`config.mk`:
```
export PLATFORM = sky130hd
export DESIGN_NAME = fft_input_loader
export DESIGN_NICKNAME = d
export VERILOG_FILES = /design/src/rtl/fft_input_loader_pkg.sv /design/src/rtl/fft_input_loader.sv
export SDC_FILE = /design/constraint.sdc
export NUM_CORES = 1
export LEC_CHECK = 0
export ABC_CLOCK_PERIOD_IN_PS = 1800
export CAP_MARGIN = 10
export CORE_UTILIZATION = 45
export DETAILED_ROUTE_END_ITERATION = 10
export PLACE_DENSITY = 0.82
export SYNTH_ARGS = -nofsm -noshare
export SYNTH_HDL_FRONTEND = slang
export SYNTH_SLANG_ARGS = --single-unit
```
`constraint.sdc`:
```
create_clock -name iCLK -period 1.8 [get_ports iCLK]
set_clock_uncertainty 0.05 [all_clocks]
set_input_delay 0.36 -clock iCLK [delete_from_list [all_inputs] [get_ports iCLK]]
set_output_delay 0.36 -clock iCLK [all_outputs]
set_load 0.005 [all_outputs]
```
`src/rtl/fft_input_loader_pkg.sv`:
```
// Shared constants and state encoding for the radix-4 FFT frame loader.
package fft_input_loader_pkg;

    localparam int NUM_BANKS = 4;

    // Frame length N = 4 * 2^a_bit.
    function automatic int frame_len(input int a_bit);
        return NUM_BANKS << a_bit;
    endfunction

    // Samples per bank, N/4.
    function automatic int bank_len(input int a_bit);
        return 1 << a_bit;
    endfunction

    typedef enum logic [1:0] {
        S_IDLE  = 2'd0,
        S_LOAD  = 2'd1,
        S_START = 2'd2,
        S_BUSY  = 2'd3
    } state_t;

endpackage

```
`src/rtl/fft_input_loader.sv`:
```
// Scatters one N-point ADC frame across the FFT core's four RAM banks in
// first-stage butterfly order, pulses start, and counts samples dropped while busy.
module fft_input_loader
    import fft_input_loader_pkg::*;
#(
    parameter int A_BIT = 8,
    parameter int DW    = 16,
    parameter int CW    = 16
) (
    input  logic             iCLK,
    input  logic             iRESET,
    input  logic             iEN,
    input  logic             iVALID,
    input  logic [DW-1:0]    iDATA,
    input  logic             iRDY,
    input  logic             iCLR_DROP,
    output logic [DW-1:0]    oDATA,
    output logic [A_BIT-1:0] oADDR_WR_0,
    output logic [A_BIT-1:0] oADDR_WR_1,
    output logic [A_BIT-1:0] oADDR_WR_2,
    output logic [A_BIT-1:0] oADDR_WR_3,
    output logic             oWE_0,
    output logic             oWE_1,
    output logic             oWE_2,
    output logic             oWE_3,
    output logic             oSTART,
    output logic             oBUSY,
    output logic             oOVF,
    output logic [CW-1:0]    oDROP_CNT,
    output logic [1:0]       oSTATE
);

    localparam logic [A_BIT+1:0] LAST_N   = (A_BIT+2)'(frame_len(A_BIT) - 1);
    localparam logic [CW-1:0]    DROP_MAX = {CW{1'b1}};

    state_t                 state;
    logic [A_BIT+1:0]       n;
    logic [NUM_BANKS-1:0]   bank_sel;
    logic                   drop;

    // Upper two bits of the sample index pick the bank, the rest is the address.
    always_comb begin
        bank_sel = {{(NUM_BANKS-1){1'b0}}, 1'b1} << n[A_BIT+1:A_BIT];
    end

    assign drop   = iVALID && ((state == S_START) || (state == S_BUSY));
    assign oSTATE = state;

    always_ff @(posedge iCLK or negedge iRESET) begin
        if (!iRESET) begin
            state      <= S_IDLE;
            n          <= '0;
            oDATA      <= '0;
            oADDR_WR_0 <= '0;
            oADDR_WR_1 <= '0;
            oADDR_WR_2 <= '0;
            oADDR_WR_3 <= '0;
            oWE_0      <= 1'b0;
            oWE_1      <= 1'b0;
            oWE_2      <= 1'b0;
            oWE_3      <= 1'b0;
            oSTART     <= 1'b0;
            oBUSY      <= 1'b0;
        end else begin
            oWE_0  <= 1'b0;
            oWE_1  <= 1'b0;
            oWE_2  <= 1'b0;
            oWE_3  <= 1'b0;
            oSTART <= 1'b0;
            case (state)
                S_IDLE: begin
                    if (iEN) begin
                        state <= S_LOAD;
                        n     <= '0;
                    end
                end
                S_LOAD: begin
                    // Disarming abandons the partial frame; that cycle's sample is not written.
                    if (!iEN) begin
                        state <= S_IDLE;
                        n     <= '0;
                    end else if (iVALID) begin
                        oDATA      <= iDATA;
                        oADDR_WR_0 <= n[A_BIT-1:0];
                        oADDR_WR_1 <= n[A_BIT-1:0];
                        oADDR_WR_2 <= n[A_BIT-1:0];
                        oADDR_WR_3 <= n[A_BIT-1:0];
                        oWE_0      <= bank_sel[0];
                        oWE_1      <= bank_sel[1];
                        oWE_2      <= bank_sel[2];
                        oWE_3      <= bank_sel[3];
                        if (n == LAST_N) begin
                            state <= S_START;
                            n     <= '0;
                        end else begin
                            n <= n + 1'b1;
                        end
                    end
                end
                S_START: begin
                    oSTART <= 1'b1;
                    oBUSY  <= 1'b1;
                    state  <= S_BUSY;
                end
                S_BUSY: begin
                    if (iRDY) begin
                        oBUSY <= 1'b0;
                        n     <= '0;
                        state <= iEN ? S_LOAD : S_IDLE;
                    end
                end
                default: state <= S_IDLE;
            endcase
        end
    end

    // A drop coinciding with a clear restarts the count at one.
    always_ff @(posedge iCLK or negedge iRESET) begin
        if (!iRESET) begin
            oOVF      <= 1'b0;
            oDROP_CNT <= '0;
        end else if (drop) begin
            oOVF <= 1'b1;
            if (iCLR_DROP) begin
                oDROP_CNT <= {{(CW-1){1'b0}}, 1'b1};
            end else if (oDROP_CNT != DROP_MAX) begin
                oDROP_CNT <= oDROP_CNT + 1'b1;
            end
        end else if (iCLR_DROP) begin
            oOVF      <= 1'b0;
            oDROP_CNT <= '0;
        end
    end

endmodule

```
==> impl_metrics.tcl, run 1 <==
set metrics [dict create \
    outcome "finished, final reports clean" \
    cts_tree "built" \
    layout-drive-gt1-share_pct 23.4 \
    p_per_area_mw_per_mm2 1050 \
    area_growth_pct 44.5 \
    synthTopCellsByArea "dfrtp_1 52%, mux2_2 9.5%, buf_4 6.4%" \
    finalWeightedCongestion 0.877 \
    rrSetupSlack_ns 0.18 \
    syn_area_per_cell_um2 11.0 \
    synth-edff-count 0 \
    row_count 28 \
    start_util_pct 47.3 \
    met2_usage_pct 35.1 \
    core_mm2 0.00599 \
    max_freq_mhz 576 \
    synth_nets 282 \
    async_flop_share_pct 100 \
    grt_busiest_layer "met2" \
    vias 2285 \
    drt-initial-drc-count 142 \
    reg2reg_to "n[3]$_DFFE_PN0P_" \
    min_delay_path_depth 1 \
    pin_count 95 \
    clk_latency_ns 0.33 \
    path_clk_slew_ns 0.06 \
    post_drt_wl_per_cell_um 14.1 \
    grt-ovfl-total 0 \
    dp_hpwl_mm 4.59 \
    min_period_over_period_pct 96.5 \
    leakagePower_nw 1.76 \
    r2r_start "n[0]$_DFFE_PN0P_" \
    ys.flop_type "dfrtp_1" \
    maxCapViolations 0 \
    worstPathMaxFanout 4 \
    ys_ff_latch 59 \
    grt_max_degree 38 \
    pwr-share-seq_pct 41.8 \
    dp_slack_ns -0.195 \
    numClockSinks 59 \
    placed_cells 421 \
    worst_setup_path_start_kind "flip-flop" \
    fin_crit_ns 1.74 \
    synth_warnings 0 \
    die_area_mm2 0.00663 \
    post-route-util_pct 68.4 \
    ys_types 45 \
    synth_seq_area_share_pct 52.1 \
    rr_worst_depth 7 \
    track_usage_pct 20.6 \
    hold_start "oDATA[0]$_DFFE_PN0P_" \
    clkPwrFrac_pct 23.9 \
    cp.required_ns 1.39 \
    grt_use_met1_pct 23.9 \
    route.detailed.drc 0 \
    cts_buffers 9 \
    p_int_mw 3.13 \
    arrival_ns 1.33 \
    synth_top_area_share_pct 52.1 \
    drv_slew 0 \
    ant_nets 0 \
    hp-class "flip-flop to flip-flop" \
    finalSetupViolCount 0 \
    p_sw_mw 1.15 \
    switching_share_pct 26.9 \
    syn_inst 258 \
    whs_endpoint "oDATA[0]$_DFFE_PN0P_" \
    wl_mm 6.16 \
    fin_nets 384 \
    grt_pass1_wl_mm 10.1 \
    insertedDiodeCount 0 \
    htree_levels 3 \
    dieHeight_um 81.4 \
    port_buffers 94 \
    synth_area_leader_cell "dfrtp_1" \
    final.setup.worst_slack_ns 0.0639 \
    rsz0062_at_grt "false" \
    gr-usage-met3_pct 4.61 \
    syn_area_mm2 0.00284 \
    cts.path.max_buffers 2 \
    fill_cells 464 \
    crit_type "flip-flop to output port" \
    relSlewSlack_pct 76.9 \
    antenna_found_initial 0 \
    tightestPinTransition_ns 0.343 \
    peakVddDrop_v 0.000793 \
    grt_pass1_vias 2242 \
    final-hold-violation-count 0 \
    die_x_um 81.4 \
    stdcell_count 438 \
    worstSetupEndpointType "output port" \
    via_per_inst 5.22 \
    first_pass_iters 4 \
    combPwrFrac_pct 34.4 \
    clock-root-buffer "clkbuf_8" \
]
-- placed cells by master, fill, tap and decap left out, types with 2 or more instances in the layout --
master,netlist,routed
dfrtp_2,0,3
buf_4,24,27
o41ai_1,3,2
and3_1,2,2
o31ai_1,2,2
and2_1,2,2
o21ai_0,24,24
nand2_1,21,21
nand4_1,2,2
inv_1,6,6
clkdlybuf4s50_1,0,93
nor3_1,9,9
nor3b_1,3,3
clkbuf_8,0,11
xnor2_1,7,7
nor3_2,3,3
nand3_1,12,12
nor2b_1,2,2
clkinv_2,0,3
nor2_1,9,8
mux2_2,24,24
o21ai_2,2,3
buf_12,0,3
a21oi_1,4,4
ha_1,2,2
xor2_1,4,4
a21o_1,2,2
dfrtp_1,59,56
-- kinds of logic after synthesis --
| logic type | share of synthesized area (%) |
|---|---|
| adder cells (fa/ha/maj) | 0.882 |
| multiplexers | 9.88 |
| buffers and inverters | 8.73 |
| AO/OA/AOI/OAI | 9.35 |
| AND/OR/NAND/NOR | 15.7 |
| flip-flops | 52.1 |
| XOR/XNOR | 3.40 |
-- power by group through the flow --
stage	Combinational, mW	Sequential, mW	Clock (mW)
after floorplan	0.570	1.82	0
after CTS	1.47	1.79	1.06
after detailed placement	1.46	1.82	0
after global routing	1.62	1.83	1.12
final	1.47	1.79	1.02
after global placement	1.43	1.80	0
-- layer usage --
metal / share of wire, % / vias up
li1: - / 1092
met1: 43 / 1100
met2: 50 / 89
met3: 6.3 / 4
met4: 1.2 / 0
met5: 0 / -
-- worst max-delay path, cell delays in order, from the launching register on --
cell and delay (ns):
dfrtp_1 0.36, buf_4 0.14, clkdlybuf4s50_1 0.50
-- sequential cells by signal (all words and copies together), names as in the netlist, named ones only --
signal and cells:
oSTART 1, oADDR_WR_3 8, oOVF 1, oWE_3 1
oDATA 16, oDROP_CNT 16, oSTATE 1, oWE_2 1
oWE_1 1, n 10, oWE_0 1, oBUSY 1
-- repair_timing --
item / 4_1_cts / 5_1_grt
endpoints found under the setup margin: 1 / 5
gates cloned: 0 / 0
resized for setup: 0 / 6
setup buffers: 1 / 1
hold endpoints to repair: 59 / 0
hold buffers: 1 / 0
-- final cells by class --
cell class	instances	area [um2]	area share, %
Timing Repair Buffer	125	1210	29.5
Clock inverter	3	15.0	0.366
Tap cell	75	93.8	2.29
Inverter	6	22.5	0.550
Multi-Input combinational cell	159	1130	27.5
Clock buffer	11	151	3.69
Sequential cell	59	1480	36.1
-- metrics by stage --
stage	hold slack (ns)	TNS [ns]	instance area (um2)	total power [mW]
6_report	0.452	0	4100	4.28
5_1_grt	0.468	0	4100	4.57
4_1_cts	0.448	0	4070	4.32
3_5_place_dp	0.303	-2.53	3890	3.28
3_3_place_gp	0.303	-1.32	3890	3.23
2_1_floorplan	0.0144	0	2840	2.39
-- how the worst max path moves through the flow --
stage | startpoint | end | depth (start not counted)
after detailed placement | iEN | n[8]$_DFFE_PN0P_ | 6
after global routing | oDROP_CNT[3]$_DFFE_PN0P_ | oDROP_CNT[3] | 2
after floorplan | flip-flop | oADDR_WR_3[1]$_DFFE_PN0P_ | 5
after CTS | flip-flop | oSTATE[1] | 1
final | oDROP_CNT[3]$_DFFE_PN0P_ | oDROP_CNT[3] | 2
after global placement | iEN | n[8]$_DFFE_PN0P_ | 6
-- cells in the mapped netlist (6+ instances only) --
cell type	instances
nand3_1	12
nand2_1	21
inv_1	6
nor3_1	9
xnor2_1	7
buf_2	6
nor2_1	9
mux2_2	24
dfrtp_1	59
buf_4	24
o21ai_0	24
Note: power is estimated with default switching activity, not from simulation.
==> run 2: changes to the inputs <==
- CTS_CLUSTER_DIAMETER: unset -> 40
==> results of run 2 <==
No change in the layout: final DEF, timing and power equal those of run 1.
==> run 3: changes to the inputs <==
- CAP_MARGIN: 10 -> 20
==> results of run 3 <==
No change in the layout: final DEF, timing and power equal those of run 1.
